## config.mk

```make
export PLATFORM = sky130hd
export DESIGN_NAME = hop_rst_pipe
export DESIGN_NICKNAME = d
export VERILOG_FILES = /design/src/rtl/hop_pkg.sv /design/src/rtl/hop_rst_sync.sv /design/src/rtl/hop_rst_pipe.sv
export SDC_FILE = /design/constraint.sdc
export NUM_CORES = 1
export LEC_CHECK = 0
export ABC_AREA = 1
export BUFFER_PORTS_ARGS = -buffer_cell sky130_fd_sc_hd__buf_2
export CORE_MARGIN = 5
export CORE_UTILIZATION = 35
export CTS_BUF_LIST = sky130_fd_sc_hd__clkbuf_16
export CTS_CLUSTER_DIAMETER = 30
export DETAILED_ROUTE_END_ITERATION = 12
export PLACE_DENSITY_LB_ADDON = 0.12
export SETUP_SLACK_MARGIN = 0.02
export SYNTH_ARGS = -nofsm -noshare
export SYNTH_HDL_FRONTEND = slang
export SYNTH_SLANG_ARGS = --single-unit
```

## constraint.sdc

```tcl
create_clock -name clock0 -period 1.2 [get_ports clock0]
set_input_delay 0.24 -clock clock0 [delete_from_list [all_inputs] [get_ports clock0]]
set_output_delay 0.24 -clock clock0 [all_outputs]
set_load 0.05 [all_outputs]
```

## src/rtl/hop_pkg.sv

```systemverilog
// Shared constants and helpers for the hop benchmark family.
package hop_pkg;

  localparam int HOP_MODE_LEVEL = 0;
  localparam int HOP_MODE_RISE  = 1;

  // Fill-counter width: clog2(depth), never narrower than one bit.
  function automatic int hop_cntw(input int depth);
    int w;
    w = $clog2(depth);
    return (w < 1) ? 1 : w;
  endfunction

endpackage

```

## src/rtl/hop_rst_sync.sv

```systemverilog
// Async-assert / sync-deassert reset synchroniser; srst_out is active-high.
module hop_rst_sync #(
  parameter int SYNC_STAGES = 2
) (
  input  logic clock0,
  input  logic arst,
  output logic srst_out
);

  logic [SYNC_STAGES-1:0] r_sync;

  always_ff @(posedge clock0 or posedge arst) begin
    if (arst) begin
      r_sync <= '0;
    end else begin
      r_sync <= {r_sync[SYNC_STAGES-2:0], 1'b1};
    end
  end

  assign srst_out = ~r_sync[SYNC_STAGES-1];

endmodule

```

## src/rtl/hop_rst_pipe.sv

```systemverilog
// Multi-channel flop pipeline: stage 0 in the global rst1 domain, later stages,
// fill counter and edge detector in a synchronised per-channel reset domain.
module hop_rst_pipe
  import hop_pkg::*;
#(
  parameter int NCH         = 4,
  parameter int DEPTH       = 2,
  parameter int SYNC_STAGES = 2,
  parameter int MODE        = HOP_MODE_LEVEL
) (
  input  logic           clock0,
  input  logic           rst1,
  input  logic [NCH-1:0] rst_ch,
  input  logic [NCH-1:0] start,
  output logic [NCH-1:0] dout,
  output logic [NCH-1:0] dvalid
);

  localparam int              CNTW    = hop_cntw(DEPTH);
  localparam logic [CNTW-1:0] CNT_MAX = CNTW'(DEPTH - 1);

  for (genvar gi = 0; gi < NCH; gi++) begin : g_ch
    logic            w_arst;
    logic            w_crst;
    logic            r_s0;
    logic            w_last;
    logic [CNTW-1:0] r_cnt;

    assign w_arst = rst1 | rst_ch[gi];

    hop_rst_sync #(
      .SYNC_STAGES(SYNC_STAGES)
    ) u_sync (
      .clock0  (clock0),
      .arst    (w_arst),
      .srst_out(w_crst)
    );

    // Stage 0 ignores rst_ch so it keeps sampling during a channel reset.
    always_ff @(posedge clock0 or posedge rst1) begin
      if (rst1) begin
        r_s0 <= 1'b0;
      end else begin
        r_s0 <= start[gi];
      end
    end

    if (DEPTH > 1) begin : g_tail
      // r_tail[k-1] holds stage k.
      logic [DEPTH-2:0] r_tail;

      if (DEPTH > 2) begin : g_long
        always_ff @(posedge clock0 or posedge w_crst) begin
          if (w_crst) begin
            r_tail <= '0;
          end else begin
            r_tail <= {r_tail[DEPTH-3:0], r_s0};
          end
        end
      end else begin : g_short
        always_ff @(posedge clock0 or posedge w_crst) begin
          if (w_crst) begin
            r_tail <= '0;
          end else begin
            r_tail <= r_s0;
          end
        end
      end

      assign w_last = r_tail[DEPTH-2];
    end else begin : g_notail
      assign w_last = r_s0;
    end

    always_ff @(posedge clock0 or posedge w_crst) begin
      if (w_crst) begin
        r_cnt <= '0;
      end else if (r_cnt != CNT_MAX) begin
        r_cnt <= r_cnt + 1'b1;
      end
    end

    // The crst gate only matters for DEPTH=1, where the counter is stuck at its max.
    assign dvalid[gi] = (r_cnt == CNT_MAX) & ~w_crst;

    if (MODE == HOP_MODE_RISE) begin : g_rise
      logic r_prev;

      always_ff @(posedge clock0 or posedge w_crst) begin
        if (w_crst) begin
          r_prev <= 1'b0;
        end else begin
          r_prev <= w_last;
        end
      end

      assign dout[gi] = w_last & ~r_prev;
    end else begin : g_level
      assign dout[gi] = w_last;
    end
  end

endmodule

```

# Word-level counts from Yosys, hierarchy flattened
# Index checks and enable logic that the tools add are counted.
[word_totals] reg_bits=20 output_inout_bits=8
[classes] addsub=4 n_mux=4 bitwise=8
[ops] op="$add A1 B1 Y1 const B" count=4
[ops] op="$and A1 B1 Y1" count=4
[ops] op="$mux W1" count=4
[ops] op="$or A1 B1 Y1" count=4

# Depth between registers and ports, before layout
[depth] depth_word=2 depth_mapped=2

# Hierarchy
# Synthesis repeated with hierarchy kept, for this count alone.
[unflattened] cells_unflattened=58 hier_area_um2=658.1
[by_module_without_submodules] module="hop_rst_pipe" instances=1 cells_each=38 area_each_um2=412.9 seq_area_each_um2=300.3
[by_module_without_submodules] module="hop_rst_sync" instances=4 cells_each=5 area_each_um2=61.3 seq_area_each_um2=50.0

# Worst setup path after synthesis
# OpenSTA, ideal clock, no wires.
[synth_timing] path_type="reg2out" from="register g_ch[0].u_sync.r_sync[1]" to="output dvalid[0]" t_arrival_ns=0.713 setup_slack_ns=0.247 path_stages_with_launch=3 path_buffers=0 path_cell_list="dfrtp_1 nand2_1 inv_1"
[synth_between] elab_chain_len=1
[synth_rtl] item="from (decl)" line="hop_rst_sync.sv:10" source="logic [SYNC_STAGES-1:0] r_sync;"
[synth_rtl] item="from (signal assigned)" line="hop_rst_sync.sv:16" source="r_sync <= {r_sync[SYNC_STAGES-2:0], 1'b1};"
[synth_rtl] item="$and A1 B1 Y1" line="hop_rst_pipe.sv:84" source="assign dvalid[gi] = (r_cnt == CNT_MAX) & ~w_crst;"
[synth_rtl] item="to (decl)" line="hop_rst_pipe.sv:16" source="output logic [NCH-1:0] dvalid"
# No other way between the ends.

# Worst setup path in the final report
[layout_timing] from="register g_ch[3].u_sync.r_sync[1]" to="output dvalid[3]"
[layout_between] elab_chain_len=1
[layout_rtl] item="from (decl)" line="hop_rst_sync.sv:10"
[layout_rtl] item="from (signal assigned)" line="hop_rst_sync.sv:16"
[layout_rtl] item="$and A1 B1 Y1" line="hop_rst_pipe.sv:84"
# No other way between the ends.

==> results.md <==
- Clock Root Buffer: clkbuf_16
- Share of the synthesized area in the top cell type: 85.8%
- Synth area leader: dfrtp_1
- PwrDens: 1700 nW/um^2
- DR pass1 iterations: 2
- Port bufs: 17
- Setup crit end kind: primary output
- RSZ-0062 raised after global routing: no
- Row count: 14
- CTS buffer count: 3
- Multi-input gate area: 62.6 sq um
- CP Max Fanout: 3
- Grt ovf: 0
- CTS clk-pin slew, worst paths: 50 ps
- Placed Cells: 74
- Fill cell count: 135
- Top cells by area, synth: dfrtp_1 (86%), buf_4 (5.2%), inv_1 (3.2%), nand2_1 (2.6%), nor2_1 (2.6%)
- Initial DRC count: 2
- Setup TNS: 0 ps
- Final Hold Violating Endpoints: 0
- Area growth from synthesis to final layout: 51.9%
- Average routed wire per standard cell: 10.8 um
- Largest net degree at the start of global routing: 11
- Tcrit/Tclk final: 93.9%
- TritonCTS clock tree: done
- Post-synthesis area per instance: 15.3 sq um
- Max Cap Violations: 0
- Cell variety after synth: 6
- Final WL: 960 um
- I/O pin cnt: 18
- Routed via count: 359
- Startpoint types: register
- First-pass GRT wire length: 1630 um
- Status: finished clean
- Design Power: 0.00151 W
- Die H: 50.8 um
- RePlAce Congestion: 0.607
- Die Span X: 50.8 um
- Clk sinks: 20
- Final nets: 85
- Vias in the first global route: 389
- Leak: 0.482 nW
- Placed Area: 684 sq um
- Via/cell ratio: 4.03
- Clk_skew: 1.44 ps
- Gate Count Post-Synth: 38
- Register area share after synthesis: 85.8%
- R2R setup slack: 730 ps
- Worst vdd ir: 0.00102 V
- Setup-failing EPs final: 0
- H-Tree Depth: 1
- Reg area: 500 sq um
- Slowest CP cell: dfrtp_1
- CORE AREA: 1540 sq um
- Share of layout cells above drive strength 1: 39.7%
- Worst-Skew Late Latency: 240 ps
- Initial antenna violation count: 0
- GRT Total Usage: 8.58%
- Min Tclk post-route: 1130 ps
- Worst min-delay path class: in -> reg
- Worst stage delay on the critical path: 400 ps
- Yosys reg bits: 20
- Clock Path Buffers: 2
- CP arrival: 890 ps
- Max Fclk: 0.888 GHz
- HPWL after detailed placement: 600 um
- Req. time, crit path: 960 ps
- Type of the worst setup path: reg -> out
- Mapped Area: 583 sq um
- DIE AREA: 2580 sq um
- Synth warn: 0
- Fin area: 886 sq um
- Final Slew Violations: 0
- DR DRC count: 0
- Diode count: 0
- Crit-path cells: nand2_2 > inv_2 > buf_6
- Starting Density: 37.8%
- Routed Antenna Nets: 0
- Non-filler cells, final: 89
-- layout make-up --
class / count / area share, %
tap: 16 / 2.26
sequential: 20 / 56.5
clock buffer: 3 / 8.47
multi-input combinational: 16 / 7.06
inverter: 5 / 2.12
timing repair buffer: 29 / 23.6
-- registers in the layout (all words and copies together) (netlist names) --
register	flops
g_ch.r_s0	4
g_ch.u_sync.r_sync	8
g_ch.r_cnt	4
g_ch.g_tail.r_tail	4
-- path summary, 6_finish.rpt --
| check | endpoint | cells after the start | startpoint |
|---|---|---|---|
| setup / recovery | dvalid[3] | 3 | g_ch[3].u_sync.r_sync[1] |
| hold / removal | g_ch[3].r_s0 | 1 | start[3] |
| setup reg to reg | g_ch[2].u_sync.r_sync[1] | 0 | g_ch[2].u_sync.r_sync[0] |
| hold reg to reg | g_ch[1].g_tail.r_tail | 1 | g_ch[1].u_sync.r_sync[1] |
| max in group asynchronous | g_ch[3].u_sync.r_sync[0] | 3 | rst1 |
| min in group asynchronous | g_ch[1].g_tail.r_tail | 1 | g_ch[1].u_sync.r_sync[1] |
-- synthesized netlist by cell type (all sizes together) --
cell,instances
nor2,4
conb,1
dfrtp,20
nand2,4
buf,4
inv,5
-- metrics by stage --
step / hold slack, ps / setup WS [ps] / utilization (%)
2_1_floorplan: 6.08 / 247 / -
3_3_place_gp: 27.9 / 245 / 44.4
3_5_place_dp: 32.6 / 230 / 44.4
4_1_cts: 38.7 / 19.2 / 53.2
5_1_grt: 91.2 / 12.1 / 57.5
6_report: 97.6 / 73.4 / 57.5
-- report_power, final --
| group | total, W | internal (W) | switching [W] |
|---|---|---|---|
| Combinational | 0.000140 | 0.0000561 | 0.0000842 |
| Clock | 0.000649 | 0.000438 | 0.000211 |
| Sequential | 0.000721 | 0.000710 | 0.0000114 |
-- cells by family (layout without fill, tap and decap cells) --
kind of cell           after synthesis  count (layout)  synth area share [%]
flip-flops                          20              20                  85.8
AND/OR/NAND/NOR                      8               8                  5.15
buffers and inverters                9              37                  8.37
other                                1               8                 0.643
-- per-layer routing --
metal	wire (um)	global-route usage (%)	vias up
met5	0	0	-
li1	-	-	168
met1	367	9.76	177
met2	534	14.0	12
met4	8	5.11	0
met3	51	2.62	2
-- critical path, delay by kind of cell (launching register included) --
family                 cells  cell delay, ps
and+or+nand+nor            1              70
buffers and inverters      2             170
DFF                        1             400
-- what timing repair did --
item / in CTS / in global routing
resized for setup: 4 / 5
setup endpoints to repair: 4 / 4
pin swaps: 0 / 0
hold endpoints to repair: 12 / 0
buffers inserted: 0 / 7
hold buffers: 5 / 0
-- placed cells by master, fill, tap and decap left out --
| cell type | instances |
|---|---|
| inv_2 | 1 |
| dlygate4sd3_1 | 5 |
| clkbuf_16 | 3 |
| nand2_2 | 1 |
| buf_4 | 8 |
| dfrtp_1 | 20 |
| buf_6 | 3 |
| nand2_1 | 3 |
| inv_1 | 4 |
| buf_2 | 13 |
| conb_1 | 8 |
| nor2_1 | 4 |
No activity file was read; power rests on OpenSTA's default activity.
